## src/rtl/rr_mux4_arb_pkg.sv

```systemverilog
// Shared types and the round-robin pick function for the rr_mux4_arbiter block.
package rr_mux4_arb_pkg;

    localparam int NUM_REQ = 4;
    localparam int SEL_W   = 2;

    typedef enum logic {
        S_IDLE,
        S_GRANT
    } arb_state_t;

    // Scans ptr+1, ptr+2, ptr+3, ptr (mod 4) and returns the first valid index.
    // Returns ptr when nothing is valid; callers only use the result when |valid.
    function automatic logic [SEL_W-1:0] rr_pick(
        input logic [NUM_REQ-1:0] valid,
        input logic [SEL_W-1:0]   ptr
    );
        logic [SEL_W-1:0] idx;
        logic             found;
        rr_pick = ptr;
        found   = 1'b0;
        for (int k = 1; k <= NUM_REQ; k++) begin
            idx = ptr + SEL_W'(k);
            if (!found && valid[idx]) begin
                rr_pick = idx;
                found   = 1'b1;
            end
        end
    endfunction

endpackage

```

## src/rtl/rr_mux4_arbiter_mux4.sv

```systemverilog
// Plain 4:1 mux over a packed {w3,w2,w1,w0} bus of N-bit words.
module mux4
    import rr_mux4_arb_pkg::*;
#(
    parameter int N = 1
) (
    input  logic [NUM_REQ*N-1:0] i_d,
    input  logic [SEL_W-1:0]     i_sel,
    output logic [N-1:0]         o_y
);

    assign o_y = i_d[i_sel*N +: N];

endmodule

```

## src/rtl/rr_mux4_arbiter.sv

```systemverilog
// Round-robin arbiter for four valid/ready requesters sharing one mux4 datapath.
// Define RR_MUX4_ARB_PKT_LOCK_EN to hold the grant until a beat with out_last=1 transfers.
module rr_mux4_arbiter
    import rr_mux4_arb_pkg::*;
#(
    parameter int N = 1
) (
    input  logic                 clk,
    input  logic                 rst_n,
    input  logic [NUM_REQ-1:0]   req_valid,
    input  logic [NUM_REQ*N-1:0] req_data,
    input  logic [NUM_REQ-1:0]   req_last,
    output logic [NUM_REQ-1:0]   req_ready,
    output logic                 out_valid,
    output logic [N-1:0]         out_data,
    output logic                 out_last,
    input  logic                 out_ready,
    output logic [SEL_W-1:0]     sel,
    output logic                 busy
);

    arb_state_t                 r_state;
    arb_state_t                 w_state_nxt;
    logic [SEL_W-1:0]           r_sel;
    logic [SEL_W-1:0]           r_ptr;
    logic [SEL_W-1:0]           w_sel_nxt;
    logic [SEL_W-1:0]           w_ptr_nxt;
    logic [SEL_W-1:0]           w_winner;
    logic                       w_transfer;
    logic                       w_release;
    logic [NUM_REQ*(N+1)-1:0]   w_mux_in;
    logic [N:0]                 w_mux_out;

    // last rides alongside data so one mux instance serves both.
    always_comb begin
        w_mux_in = '0;
        for (int i = 0; i < NUM_REQ; i++) begin
            w_mux_in[i*(N+1) +: N+1] = {req_last[i], req_data[i*N +: N]};
        end
    end

    mux4 #(
        .N (N + 1)
    ) u_mux4 (
        .i_d   (w_mux_in),
        .i_sel (r_sel),
        .o_y   (w_mux_out)
    );

    assign {out_last, out_data} = w_mux_out;

    assign busy      = (r_state == S_GRANT);
    assign sel       = r_sel;
    assign out_valid = busy & req_valid[r_sel];
    assign w_winner  = rr_pick(req_valid, r_ptr);

    always_comb begin
        req_ready = '0;
        if (busy) begin
            req_ready[r_sel] = out_ready;
        end
    end

    assign w_transfer = out_valid & out_ready;

`ifdef RR_MUX4_ARB_PKT_LOCK_EN
    assign w_release = w_transfer & out_last;
`else
    assign w_release = w_transfer;
`endif

    // NOTE: every output of a combinational block gets a default first; a path
    // that leaves one unassigned would infer a latch.
    always_comb begin
        w_state_nxt = r_state;
        w_sel_nxt   = r_sel;
        w_ptr_nxt   = r_ptr;
        case (r_state)
            S_IDLE: begin
                if (|req_valid) begin
                    w_sel_nxt   = w_winner;
                    w_ptr_nxt   = w_winner;
                    w_state_nxt = S_GRANT;
                end
            end
            S_GRANT: begin
                if (w_release) begin
                    w_state_nxt = S_IDLE;
                end
            end
            default: w_state_nxt = S_IDLE;
        endcase
    end

    // NOTE: sequential state uses non-blocking assignments so every register
    // samples pre-edge values regardless of statement order.
    always_ff @(posedge clk or negedge rst_n) begin
        if (!rst_n) begin
            r_state <= S_IDLE;
            r_sel   <= '0;
            r_ptr   <= SEL_W'(NUM_REQ - 1);
        end else begin
            r_state <= w_state_nxt;
            r_sel   <= w_sel_nxt;
            r_ptr   <= w_ptr_nxt;
        end
    end

endmodule
```

## config.mk

```make
export PLATFORM = sky130hd
export DESIGN_NAME = rr_mux4_arbiter
export DESIGN_NICKNAME = d
export VERILOG_FILES = /design/src/rtl/rr_mux4_arb_pkg.sv /design/src/rtl/rr_mux4_arbiter_mux4.sv /design/src/rtl/rr_mux4_arbiter.sv
export SDC_FILE = /design/constraint.sdc
export NUM_CORES = 1
export LEC_CHECK = 0
export BUFFER_PORTS_ARGS = -buffer_cell sky130_fd_sc_hd__buf_2
export CAP_MARGIN = 20
export CORE_AREA = 10 10 47 49
export DETAILED_ROUTE_END_ITERATION = 7
export DIE_AREA = 0 0 57 59
export PLACE_DENSITY = 0.72
export RECOVER_POWER = 100
export SYNTH_ARGS = -nofsm -noshare
export SYNTH_HDL_FRONTEND = slang
export SYNTH_SLANG_ARGS = --single-unit
export TNS_END_PERCENT = 1
```

## constraint.sdc

```tcl
create_clock -name clk -period 3 [get_ports clk]
set_input_delay 0.9 -clock clk [delete_from_list [all_inputs] [get_ports clk]]
set_output_delay 0.9 -clock clk [all_outputs]
set_load 0.02 [all_outputs]
```

==> flow_metrics.tcl, run 1 <==
set metrics [dict create \
    critical_path.startpoint_type "primary input" \
    grt_max_degree 10 \
    postRouteAntennaNets 0 \
    vias 439 \
    finalCritPeriodShare 0.916 \
    max_slew_margin 0.688 \
    layout_common_cells "clkbuf_1, buf_2, inv_1, nor2_1, a31oi_1" \
    core_sq_um 1400 \
    holdBufCountCts 0 \
    port_buffers 24 \
    drc 0 \
    ir_worst_vdd_v 0.000458 \
    finalHoldViolCount 0 \
    holdCritPathClass "primary input to async pin" \
    clockBufferDepth 2 \
    cts_tree "done" \
    syn_nets 59 \
    dr.pass1.iters 1 \
    die_w_um 57 \
    clock-sinks 5 \
    grt_pass1_vias 434 \
    dieArea_sq_um 3360 \
    drive_gt1_frac 0.261 \
    clk_pin_slew_ns 0.04 \
    ys_top_cells_by_area "dfrtp_1, dfstp_2, mux4_1" \
    crit_fanout 6 \
    yosys_warnings 0 \
    yosysSeqAreaShare 0.313 \
    netlist_area_sq_um 408 \
    post_drt_wl_per_cell_um 13.9 \
    ys_seq_elements 5 \
    end_kind "output port" \
    max_slew.worst_pin.slew_ns 0.463 \
    grt_pass1_wl_um 1950 \
    drt_first_iter_violations 0 \
    postCtsSetupRepairBufs 0 \
    numCtsBuffers 3 \
    finalPower_uw 511 \
    cap_violations 0 \
    min_period_ns 2.75 \
    synth_cell_types 23 \
    cts.repair.resized 0 \
    finalHoldWorstSlack_ns 0.499 \
    clock_skew_ns 0.000745 \
    dp.final_hpwl_um 991 \
    place_congestion 0.788 \
    final_common_cell "clkbuf_1" \
    grt_setup_unrepaired "no" \
    clock_latency_ns 0.24 \
    antenna_found_initial 0 \
    io_pins 25 \
    viasPerCell 5.16 \
    synthCells 44 \
    p_leak_uw 0.000234 \
    initial_core_util 0.291 \
    power_density_nw_per_um2 960 \
    dp_cells 81 \
    overflow 0 \
    synth_top_area_frac 0.184 \
    die_h_um 59 \
    insertedDiodeCount 0 \
    yosysTopAreaCell "dfrtp_1" \
    avgSynthCellArea_sq_um 9.27 \
    status "finished clean" \
    h-tree-depth 1 \
    finalNonFillerCells 85 \
    critPathRequiredTime_ns 2.10 \
    syn_to_final_growth_pct 30.4 \
    setup_viol 0 \
    routed_wl_um 1180 \
    arrival_ns 1.85 \
    nFillCells 166 \
    tns_ns 0 \
    nets 85 \
    grtUsageTotal 0.0725 \
    rows 14 \
    fmax_ghz 0.364 \
    final-max-slew-violation-count 0 \
    root_buffer "clkbuf_4" \
    crit_type "primary input to output port" \
]
## per-layer routing
layer	track usage	up-vias	routed length, um
li1	-	213	-
met2	0.107	28	487
met1	0.0759	193	486
met4	0.0302	0	17
met5	0	-	0
met3	0.0558	5	190
## cell type report
class                   count  area [sq um]  area share
clock buffers               4          26.3      0.0494
inverters                   4          15.0      0.0282
multi-input cells          32           238       0.447
flip-flops and latches      5           128       0.240
well taps                  16          20.0      0.0376
repair buffers             24           105       0.198
## worst max-delay path, stage by stage
cell,delay [ns]
clkbuf_1,0.13
mux4_2,0.48
and2_1,0.17
clkbuf_1,0.16
## cell families (layout without fill, tap and decap cells)
| logic type | count (synthesis) | in the layout | share of synthesized area |
|---|---|---|---|
| AO/OA/AOI/OAI | 15 | 15 | 0.236 |
| AND/OR/NAND/NOR | 14 | 14 | 0.178 |
| buffers and inverters | 7 | 32 | 0.0889 |
| flip-flops | 5 | 5 | 0.313 |
| multiplexers | 3 | 3 | 0.184 |
## power breakdown
| part | switching, uW | internal (uW) | total, uW |
|---|---|---|---|
| Combinational | 151 | 106 | 258 |
| Clock | 27.2 | 50.3 | 77.5 |
| Sequential | 66.0 | 110 | 176 |
## flip-flops by register name, summed over array words and instances (netlist names)
register  count
r_ptr         2
sel           2
busy          1
## synthesized netlist by cell type
| cell | n |
|---|---|
| buf_2 | 2 |
| inv_1 | 4 |
| mux4_1 | 2 |
| dfrtp_1 | 3 |
| dfstp_2 | 2 |
| a21o_1 | 2 |
| or2_1 | 1 |
| o21ai_0 | 1 |
| a21oi_1 | 2 |
| o21ai_1 | 2 |
| nor2_1 | 4 |
| mux4_2 | 1 |
| buf_6 | 1 |
| nor4_2 | 1 |
| o32ai_1 | 1 |
| nand2_1 | 3 |
| a211oi_1 | 2 |
| a31oi_1 | 4 |
| nor2b_1 | 1 |
| nand3_1 | 1 |
| and2_1 | 1 |
| nor3_1 | 2 |
| a21boi_1 | 1 |
## stage by stage
stage	area [sq um]	worst slack [ns]	utilization
after detailed placement	527	0.280	0.376
after global routing	532	0.210	0.379
final	532	0.251	0.379
after global placement	527	0.286	0.376
after CTS	553	0.280	0.395
after floorplan	408	0.517	-
## worst paths after layout
path | cells after the start | slack, ns | endpoint | from
worst max-delay path | 4 | 0.25 | out_valid | req_valid[1]
worst min-delay path | 1 | 0.50 | sel[1] | rst_n
worst max register to register | 2 | 1.68 | busy | sel[1]
worst min register to register | 2 | 0.52 | r_ptr[0] | r_ptr[0]
max in group asynchronous | 1 | 2.24 | r_ptr[0] | rst_n
min in group clk | 2 | 0.52 | r_ptr[0] | r_ptr[0]
No activity file was read; power rests on OpenSTA's default activity.
==> run 2: changes to the inputs <==
--- a/config.mk
+++ b/config.mk
@@ -5,11 +5,12 @@
 export SDC_FILE = /design/constraint.sdc
 export NUM_CORES = 1
 export LEC_CHECK = 0
-export BUFFER_PORTS_ARGS = -buffer_cell sky130_fd_sc_hd__buf_2
+export BUFFER_PORTS_ARGS = -buffer_cell sky130_fd_sc_hd__buf_4
 export CAP_MARGIN = 20
 export CORE_AREA = 10 10 47 49
 export DETAILED_ROUTE_END_ITERATION = 7
 export DIE_AREA = 0 0 57 59
+export GPL_TIMING_DRIVEN = 0
 export PLACE_DENSITY = 0.72
 export RECOVER_POWER = 100
 export SYNTH_ARGS = -nofsm -noshare
==> flow_metrics.tcl, run 2 (same netlist as run 1, synthesis figures left out) <==
set metrics [dict create \
    final_common_cell "clkbuf_1" \
    grt_pass1_vias 458 \
    grt_pass1_wl_um 2010 \
    critical_path.startpoint_type "primary input" \
    routed_wl_um 1230 \
    crit_fanout 5 \
    cap_violations 0 \
    insertedDiodeCount 0 \
    nets 88 \
    dr.pass1.iters 4 \
    holdCritPathClass "primary input to async pin" \
    core_sq_um 1400 \
    p_leak_uw 0.000260 \
    postCtsSetupRepairBufs 0 \
    switching_share 0.462 \
    tns_ns 0 \
    r2r-end "r_ptr[1]" \
    p_int_uw 292 \
    pwr-share-seq 0.249 \
    grtUsageTotal 0.0738 \
    place_congestion 0.725 \
    rrSetupSlack_ns 1.68 \
    cts.repair.resized 0 \
    max_slew.worst_pin.slew_ns 0.361 \
    crit_path_max_incr_delay_ns 0.49 \
    grt_setup_unrepaired "no" \
    clockBufferDepth 2 \
    reg2reg_depth 4 \
    root_buffer "clkbuf_4" \
    multi_input_area_sq_um 244 \
    crit_buf_inv 2 \
    critical-path-slowest-cell "mux4_2" \
    finalCritPeriodShare 0.918 \
    post_drt_wl_per_cell_um 14.0 \
    power_density_nw_per_um2 921 \
    crit_type "primary input to output port" \
    nFillCells 161 \
    initial_core_util 0.291 \
    postRouteAntennaNets 0 \
    setup_viol 0 \
    finalPower_uw 543 \
    fmax_ghz 0.363 \
    pwr-share-comb 0.606 \
    drc 0 \
    status "finished clean" \
    final-max-slew-violation-count 0 \
    rows 14 \
    register_area_sq_um 128 \
    cp_common_cell "clkbuf_1" \
    io_pins 25 \
    crit_chain "clkbuf_1 -> mux4_2 -> and2_1 -> clkbuf_1" \
    ir_worst_vdd_v 0.000479 \
    cts_tree "done" \
    dp.final_hpwl_um 1010 \
    syn_to_final_growth_pct 44.5 \
    drive_gt1_frac 0.306 \
    finalHoldViolCount 0 \
    min_period_ns 2.75 \
    arrival_ns 1.85 \
    path_delay_family "multiplexers" \
    critPathRequiredTime_ns 2.10 \
    clk_pin_slew_ns 0.04 \
    clock_skew_ns 0.00403 \
    die_h_um 59 \
    max_slew_margin 0.758 \
    grt_max_degree 10 \
    viasPerCell 5.13 \
    overflow 0 \
    holdBufCountCts 0 \
    h-tree-depth 1 \
    switchingPower_uw 251 \
    cp.depth 4 \
    numCtsBuffers 3 \
    layout_common_cells "clkbuf_1, buf_4, inv_1, nor2_1, a31oi_1" \
    clock_latency_ns 0.24 \
    dieArea_sq_um 3360 \
    p_clk_frac 0.145 \
    vias 451 \
    die_w_um 57 \
    antenna_found_initial 0 \
    end_kind "output port" \
    clock-sinks 5 \
    port_buffers 24 \
    drt_first_iter_violations 5 \
    r2r-start "r_ptr[1]" \
]
==> run 2: cell types whose count changed in the layout (fill, tap and decap cells not counted) <==
cell	before	now
nor4_1	1	0
buf_6	0	1
or2_0	1	0
buf_4	0	12
buf_2	12	2
or2_1	0	1
nor4_2	0	1
==> run 2: cell type report <==
| class | count | area share |
|---|---|---|
| repair buffers | 24 | 0.229 |
| multi-input cells | 32 | 0.414 |
| well taps | 16 | 0.0340 |
| clock buffers | 4 | 0.0446 |
| flip-flops and latches | 5 | 0.217 |
| inverters | 4 | 0.0255 |
| plain buffers | 3 | 0.0361 |
==> run 2: worst register-to-register path, stage by stage, from the launching register on <==
cell	delay, ns
dfstp_2	0.50
buf_2	0.16
a31oi_1	0.10
a211oi_1	0.37
a21o_1	0.13
==> run 2: per-layer routing <==
metal	vias up	track usage	part of all wire
li1	220	-	-
met1	206	0.0832	0.45
met2	25	0.110	0.42
met3	0	0.0515	0.14
met4	0	0.0201	0
met5	-	0	0
==> run 2: how the worst max path moves through the flow <==
| stage | from | endpoint | slack [ns] |
|---|---|---|---|
| CTS | req_valid[3] | out_valid | 0.28 |
| floorplan | req_valid[3] | out_valid | 0.52 |
| detailed placement | req_valid[3] | out_valid | 0.28 |
| global route | req_valid[3] | out_valid | 0.20 |
| global placement | req_valid[3] | out_valid | 0.28 |
| finish | req_valid[3] | out_valid | 0.25 |
==> run 2: power by group through the flow <==
stage	combinational, uW	clock (uW)	sequential [uW]
3_5_place_dp	382	0	137
5_1_grt	364	88.9	141
3_3_place_gp	376	0	136
2_1_floorplan	226	0	154
4_1_cts	383	81.7	136
6_report	329	78.7	135
==> run 2: stage by stage <==
stage	utilization	hold slack, ns	instance area (sq um)	std cells	setup WS (ns)
floorplan	-	0.488	408	44	0.517
global placement	0.434	0.508	608	84	0.279
detailed placement	0.434	0.524	608	84	0.277
CTS	0.453	0.445	634	88	0.277
global route	0.421	0.507	589	88	0.196
finish	0.421	0.498	589	88	0.246
